File: src/rtl/image_load_if.sv
// Stream-in / pixel-buffer-out bundle of the image load unit.
// slave = the load unit, master = the byte source / buffer observer.
interface image_load_if #(
    parameter int RGB_SIZE   = 8,
    parameter int ADDR_WIDTH = 12
);
    logic                  start;
    logic [RGB_SIZE-1:0]   in_data;
    logic                  in_valid;
    logic                  in_ready;
    logic                  wr_en;
    logic [ADDR_WIDTH-1:0] wr_addr;
    logic [RGB_SIZE-1:0]   wr_data;
    logic                  busy;
    logic                  frame_done;
    logic [ADDR_WIDTH-1:0] pixel_count;

    modport slave (
        input  start, in_data, in_valid,
        output in_ready, wr_en, wr_addr, wr_data, busy, frame_done, pixel_count
    );

    modport master (
        output start, in_data, in_valid,
        input  in_ready, wr_en, wr_addr, wr_data, busy, frame_done, pixel_count
    );
endinterface

File: src/rtl/image_load_unit.sv
// Converts an interleaved R,G,B byte stream to 8-bit luma and writes it in
// raster order into the pixel buffer; pulses frame_done after the last pixel.
module image_load_unit #(
    parameter int IMAGEX     = 64,
    parameter int IMAGEY     = 64,
    parameter int IMAGE_SIZE = IMAGEX * IMAGEY,
    parameter int RGB_SIZE   = 8,
    parameter int ADDR_WIDTH = 12
) (
    input  logic        clk,
    input  logic        rst,
    image_load_if.slave bus
);
    localparam int ACC_W = 2 * RGB_SIZE;
    localparam logic [ACC_W-1:0] W_R = ACC_W'(77);
    localparam logic [ACC_W-1:0] W_G = ACC_W'(150);
    localparam logic [ACC_W-1:0] W_B = ACC_W'(29);
    localparam logic [ADDR_WIDTH:0] LAST_PIX = (ADDR_WIDTH + 1)'(IMAGE_SIZE - 1);
    localparam logic [ADDR_WIDTH:0] PORT_MAX = {1'b0, {ADDR_WIDTH{1'b1}}};

    typedef enum logic [2:0] {IDLE, GET_R, GET_G, GET_B, WRITE, DONE} state_t;

    state_t              state_q, state_d;
    logic [ACC_W-1:0]    acc_q, acc_d;
    // One bit wider than the address so the count can reach IMAGE_SIZE.
    logic [ADDR_WIDTH:0] cnt_q, cnt_d;
    logic [ACC_W-1:0]    in_ext;

    assign in_ext = ACC_W'(bus.in_data);

    always_ff @(posedge clk or posedge rst) begin
        if (rst) begin
            state_q <= IDLE;
            acc_q   <= '0;
            cnt_q   <= '0;
        end else begin
            state_q <= state_d;
            acc_q   <= acc_d;
            cnt_q   <= cnt_d;
        end
    end

    always_comb begin
        state_d = state_q;
        acc_d   = acc_q;
        cnt_d   = cnt_q;
        case (state_q)
            IDLE: begin
                if (bus.start) begin
                    state_d = GET_R;
                    cnt_d   = '0;
                end
            end
            GET_R: begin
                if (bus.in_valid) begin
                    acc_d   = in_ext * W_R;
                    state_d = GET_G;
                end
            end
            GET_G: begin
                if (bus.in_valid) begin
                    acc_d   = acc_q + in_ext * W_G;
                    state_d = GET_B;
                end
            end
            GET_B: begin
                if (bus.in_valid) begin
                    acc_d   = acc_q + in_ext * W_B;
                    state_d = WRITE;
                end
            end
            WRITE: begin
                cnt_d   = cnt_q + 1'b1;
                state_d = (cnt_q == LAST_PIX) ? DONE : GET_R;
            end
            DONE:    state_d = IDLE;
            default: state_d = IDLE;
        endcase
    end

    // All outputs decode registered state only.
    assign bus.in_ready   = (state_q == GET_R) || (state_q == GET_G) || (state_q == GET_B);
    assign bus.wr_en      = (state_q == WRITE);
    assign bus.wr_addr    = cnt_q[ADDR_WIDTH-1:0];
    assign bus.wr_data    = acc_q[ACC_W-1:RGB_SIZE];
    assign bus.busy       = (state_q != IDLE);
    assign bus.frame_done = (state_q == DONE);
    // When IMAGE_SIZE equals 2^ADDR_WIDTH the full count does not fit the port; clamp it.
    assign bus.pixel_count = (cnt_q > PORT_MAX) ? {ADDR_WIDTH{1'b1}} : cnt_q[ADDR_WIDTH-1:0];
endmodule
File: src/flat_wrapper.sv
// flat-port wrapper written by rule: the top's interface ports become plain ports
module image_load_unit_flat 
#(
    parameter int IMAGEX     = 64,
    parameter int IMAGEY     = 64,
    parameter int IMAGE_SIZE = IMAGEX * IMAGEY,
    parameter int RGB_SIZE   = 8,
    parameter int ADDR_WIDTH = 12
)
  (clk, rst, bus_start, bus_in_data, bus_in_valid, bus_in_ready, bus_wr_en, bus_wr_addr, bus_wr_data, bus_busy, bus_frame_done, bus_pixel_count);
  image_load_if #(.RGB_SIZE(RGB_SIZE), .ADDR_WIDTH(ADDR_WIDTH)) bus_i ();
  input  logic clk;
  input  logic rst;
  input wire logic [$bits(bus_i.start)-1:0] bus_start;
  input wire logic [$bits(bus_i.in_data)-1:0] bus_in_data;
  input wire logic [$bits(bus_i.in_valid)-1:0] bus_in_valid;
  output wire logic [$bits(bus_i.in_ready)-1:0] bus_in_ready;
  output wire logic [$bits(bus_i.wr_en)-1:0] bus_wr_en;
  output wire logic [$bits(bus_i.wr_addr)-1:0] bus_wr_addr;
  output wire logic [$bits(bus_i.wr_data)-1:0] bus_wr_data;
  output wire logic [$bits(bus_i.busy)-1:0] bus_busy;
  output wire logic [$bits(bus_i.frame_done)-1:0] bus_frame_done;
  output wire logic [$bits(bus_i.pixel_count)-1:0] bus_pixel_count;
  assign bus_i.start = bus_start;
  assign bus_i.in_data = bus_in_data;
  assign bus_i.in_valid = bus_in_valid;
  assign bus_in_ready = bus_i.in_ready;
  assign bus_wr_en = bus_i.wr_en;
  assign bus_wr_addr = bus_i.wr_addr;
  assign bus_wr_data = bus_i.wr_data;
  assign bus_busy = bus_i.busy;
  assign bus_frame_done = bus_i.frame_done;
  assign bus_pixel_count = bus_i.pixel_count;
  image_load_unit #(.IMAGEX(IMAGEX), .IMAGEY(IMAGEY), .IMAGE_SIZE(IMAGE_SIZE), .RGB_SIZE(RGB_SIZE), .ADDR_WIDTH(ADDR_WIDTH)) u_core (.clk(clk), .rst(rst), .bus(bus_i));
endmodule
File: config.mk
export PLATFORM = sky130hd
export DESIGN_NAME = image_load_unit_flat
export DESIGN_NICKNAME = d
export VERILOG_FILES = /design/src/rtl/image_load_if.sv /design/src/rtl/image_load_unit.sv /design/src/flat_wrapper.sv
export SDC_FILE = /design/constraint.sdc
export NUM_CORES = 1
export LEC_CHECK = 0
export BUFFER_PORTS_ARGS = -buffer_cell sky130_fd_sc_hd__buf_4
export CAP_MARGIN = 20
export CELL_PAD_IN_SITES_DETAIL_PLACEMENT = 1
export CELL_PAD_IN_SITES_GLOBAL_PLACEMENT = 1
export CORE_ASPECT_RATIO = 2
export CORE_MARGIN = 3
export CORE_UTILIZATION = 30
export CTS_BUF_LIST = sky130_fd_sc_hd__clkbuf_2
export DETAILED_ROUTE_END_ITERATION = 10
export PLACE_DENSITY = 0.61
export SYNTH_ARGS = -nofsm -noshare
export SYNTH_HDL_FRONTEND = slang
export SYNTH_SLANG_ARGS = --single-unit
File: constraint.sdc
create_clock -name clk -period 4.4 [get_ports clk]
set_input_delay 0 -clock clk [delete_from_list [all_inputs] [get_ports clk]]
set_output_delay 0 -clock clk [all_outputs]
set_load 0.005 [all_outputs]
* Yosys cells after proc, flatten, opt, wreduce, memory -nomap -nowiden
Cells that the tools add are included.
** Storage, ports and cells
- Register bits after elaboration :: 32
- Bits of input ports :: 12
- Output and inout port bits :: 36
** Cells by class
- $add $sub $neg :: 3
- $mul :: 3
- Magnitude comparators :: 1
- Equal/unequal tests :: 10
- Multiplexer cells :: 13
- Reductions and logical operators :: 9
** Operators with widths (number)
- 16-bit two-way mux :: 3
- 16-bit one-hot mux with 3 select lines :: 1
- 16-bit adder :: 2
- 8-bit by 7-bit multiplier with 15-bit output, second input constant :: 2
- 13-bit one-hot mux with 2 select lines :: 1
- 3-bit two-way mux :: 5
- 3-bit one-hot mux with 5 select lines :: 1
- 13-bit by 1-bit adder with 13-bit output, second input constant :: 1
- 13-bit by 12-bit equality test with 1-bit output, second input constant :: 1
- 13-bit by 12-bit greater-than comparator with 1-bit output, second input constant :: 1
- 8-bit by 5-bit multiplier with 13-bit output, second input constant :: 1
- 13-bit two-way mux :: 1
- 12-bit two-way mux :: 1
- 2-bit inequality test, second input constant :: 4
- 4-bit AND reduction :: 2
- 3-bit by 2-bit equality test with 1-bit output, second input constant :: 2
- 3-bit equality test, second input constant :: 2
- 3-bit nonzero test :: 2
- 3-bit by 1-bit equality test with 1-bit output, second input constant :: 1
- 3-bit logical NOT :: 1
- 1-bit logical OR :: 2
- 2-bit AND reduction :: 1
- 2-bit nonzero test :: 1

* Depth between registers and ports, before layout
- Depth in word-level cells :: 4
- Mapped depth :: 22

* Worst setup path after synthesis
No wires, ideal clock.
- Path kind :: input port to flip-flop
- Start :: in bus_in_data[4]
- End :: reg u_core.acc_q[15]
- Arrival time :: 4.047 ns
- Data required time :: 4.273 ns
- Slack :: 0.226 ns
- Stages :: 17
- Cells stage by stage :: ha_1 ha_1 inv_1 fa_1 fa_1 inv_1 ha_1 or4_1 o2bb2ai_1 xnor2_1 ha_1 a21oi_1 o21ai_0 a2111o_1 a21oi_2 xnor2_1 o21ai_1
** Between the ends
- Longest elaborated chain between the ends :: 4
- Elaborated cells between the ends (all ways) :: 7
** RTL lines
- from (decl) :: line flat_wrapper.sv:15 : input wire logic [$bits(bus_i.in_data)-1:0] bus_in_data;
- 8-bit by 5-bit multiplier with 13-bit output or 8-bit by 7-bit multiplier with 15-bit output (tied branches) :: line image_load_unit.sv:68, image_load_unit.sv:62
- 16-bit adder (on tied branches) :: line image_load_unit.sv:68, image_load_unit.sv:62
- 16-bit two-way mux (on tied branches) :: line image_load_unit.sv:67, image_load_unit.sv:61
- 16-bit one-hot mux with 3 select lines * :: line image_load_unit.sv:47 : case (state_q)
- to (signal assigned) :: line image_load_unit.sv:34 : acc_q <= '0;
- to (signal assigned) :: line image_load_unit.sv:38 : acc_q <= acc_d;
- to (decl) :: line image_load_unit.sv:24 : logic [ACC_W-1:0] acc_q, acc_d;
Every way passes the cells marked *; elsewhere a longest branch is shown, timed or not. The select of a mux whose other input is x is not followed.
A chain may end at the register's enable or synchronous reset.

* Worst setup path in the final report
- Start :: in bus_in_data[1]
- End :: reg u_core.acc_q[13]
Same word-level chain as after synthesis.

==> results.md <==
- 1st-iter DRT viols: 98
- Final setup margin: 0.3525 ns
- Upper clock frequency limit: 0.2471 GHz
- Hold Path Stages: 4
- Critical Path End Type: flip-flop
- Crit-path max FO: 4
- Vias in the first global route: 6,279
- Max Cap Viol: 0
- H-tree depth: 2
- GRT Residual Overflow: 0
- All-Layer GR Usage: 0.1881
- Crit start category: input port
- Row count: 71
- Max Clock Skew: 0.04842 ns
- Ports: 48
- Yosys cell types: 59
- TritonCTS Sinks: 32
- DRT Pass-1 Iters: 4
- Total power: 4875 µW
- Hold/Removal Path Class: in -> reg
- IO Port Bufs: 47
- Synth top area share: 0.2455
- Worst EP required: 4.78 ns
- R2R cell count: 7
- Flops & latches, synth: 32
- DRC: 0
- Initial antenna violation count: 1
- Die ar.: 21,180 µm²
- Core ar.: 18,920 µm²
- Antenna viol nets, final: 0
- Syn-to-layout area delta: 17.96%
- Max Root-Sink Buffers: 2
- Worst vdd ir: 0.0002031 V
- Top-count cell post-synth: ha_1
- Total vias in the final route: 5,441
- Layout cells sized above 1: 0.1713
- Sequential area share after synthesis: 0.1378
- Pleak: 0.003488 µW
- Worst slew pin tran: 0.8637 ns
- Final GP Congestion: 0.8206
- Total routed wirelength: 19,390 µm
- Tmin final: 4.047 ns
- Final setup viols: 0
- RSZ-0062 raised after global routing: false
- Worst slew margin: 0.4242
- Final Hold Vio Count: 0
- First-pass GRT wire length: 31,460 µm
- Post-CTS Setup Inserts: 0
- Area leader, netlist: ha_1
- CTS Root Cell: clkbuf_2
- Cell Area, Synth: 5811 µm²
- Num CTS Buffers: 5
- Pin count of the biggest net entering global routing: 33
- Post-synth EDFFs: 0
- Die Ht: 202.8 µm
- Pre-CTS WS: -0.2248 ns
- Outcome: finished, final reports clean
- Crit path kind: in -> reg
- Gate Count Post-Synth: 699
- Final Net Count: 941
- Tcrit/Tclk final: 0.9199
- Syn_area_per_cell: 8.313 µm²
- Yosys warning total: 0
- Post-synth ARST share: 1.000
- Initial Utilization: 0.3071
- Die W: 104.4 µm
- Clk_lat worst skew: 0.46 ns
- Drt via density: 5.212
- Synth Net Count: 853
- Top post-synthesis cells by area: ha_1 (25%), dfrtp_1 (14%), fa_1 (9.6%)
- Finished Core Util: 0.3622
- Clk pin slew, worst setup/hold paths: 0.24 ns
- Fill count: 2,303
- Hold WS: 0.05266 ns
- Final TNS setup: 0 ns
- Wire per inst: 18.57 µm
- Top FF cell, synth: dfrtp_1
- Crit path arrival time: 4.43 ns
- Most instantiated cells after synthesis: ha_1 (114), inv_1 (88), o21ai_0 (54)
- TritonCTS clock tree: yes
- PwrDens: 711.2 nW/µm²
- DP HPWL: 16,820 µm
- Max Slew Vio Count: 0
## layout by cell type, fill, tap and decap left out, drive strengths merged, types with 5 or more instances in the layout
cell      n
mux2i    10
dfrtp    32
nand2b    5
o21bai    9
a21oi    54
inv      88
a21o     13
clkbuf    5
xnor2    25
xor2     20
or2      13
a31oi     8
nand2    39
buf     109
a211oi   15
o211ai    6
ha      114
nand3     8
fa       28
nor3      7
o21a      8
o21ai    55
nor2     47
## final timing paths
check / startpoint / to / slack (ns)
max in group asynchronous: rst / u_core.cnt_q[1] / 3.84
worst max-delay path: bus_in_data[1] / u_core.acc_q[13] / 0.35
worst min register to register: u_core.acc_q[0] / u_core.acc_q[0] / 0.57
worst min-delay path: bus_in_data[1] / u_core.acc_q[1] / 0.05
worst max register to register: u_core.state_q[0] / u_core.acc_q[11] / 1.54
min in group asynchronous: rst / u_core.cnt_q[12] / 0.17
## final cells by class
class / count / area [µm²] / share of cell area
clock buffer: 5 / 25.02 / 0.003651
tap: 255 / 319.1 / 0.04655
multi-input combinational: 546 / 4491 / 0.6552
sequential: 32 / 800.8 / 0.1168
antenna: 1 / 2.502 / 0.0003651
timing repair buffer: 113 / 858.3 / 0.1252
inverter: 89 / 334.1 / 0.04874
clock inverter: 3 / 23.77 / 0.003468
## state kept, by name, summed over array words and instances, names as in the netlist
name,flops
u_core.state_q,3
u_core.cnt_q,13
u_core.acc_q,16
## where the power goes
group / internal, µW / switching [µW] / leakage, µW
registers: 392 / 186 / 0.000408
logic: 1940 / 2190 / 0.00305
clock network: 39.4 / 131 / 0.0000252
## routing by layer
layer	up-vias	part of all wire	wire length [µm]	track usage
met2	116	0.57	11080	0.3913
met1	2643	0.34	6551	0.1640
met3	60	0.020	393	0.01464
li1	2622	-	-	-
met5	-	0	0	0
met4	0	0.071	1367	0.1251
## kinds of logic after synthesis
group           share of synthesized area
compound gates                     0.2255
xor+xnor                          0.06783
fa+ha+maj                          0.3419
buf+inv                           0.09130
flops                              0.1378
mux                               0.01723
simple gates                       0.1184
## stage by stage
step                cells  cell area [µm²]
global placement     1031             6756
CTS                  1043             6845
floorplan             699             5811
detailed placement   1031             6756
finish               1044             6854
global route         1044             6854
## timing repair
item | 4_1_cts | 5_1_grt
gates resized for setup | 0 | 3
endpoints found under the setup margin | 0 | 3
hold endpoints to repair | 35 | 0
hold buffers | 4 | 0
## critical path: stages
cell      delay, ns
buf_4          0.11
inv_1          0.06
fa_1           0.53
inv_1          0.04
ha_1           0.31
fa_1           0.47
ha_1           0.32
buf_4          0.14
a21oi_1        0.14
o21bai_1       0.10
a21o_1         0.18
a21oi_1        0.22
xnor2_1        0.12
buf_4          0.14
ha_1           0.19
nor2_1         0.15
nand2_1        0.09
a221oi_1       0.28
o41ai_1        0.13
buf_4          0.17
a21o_1         0.20
a221o_1        0.32
No activity file was read; power rests on OpenSTA's default activity.
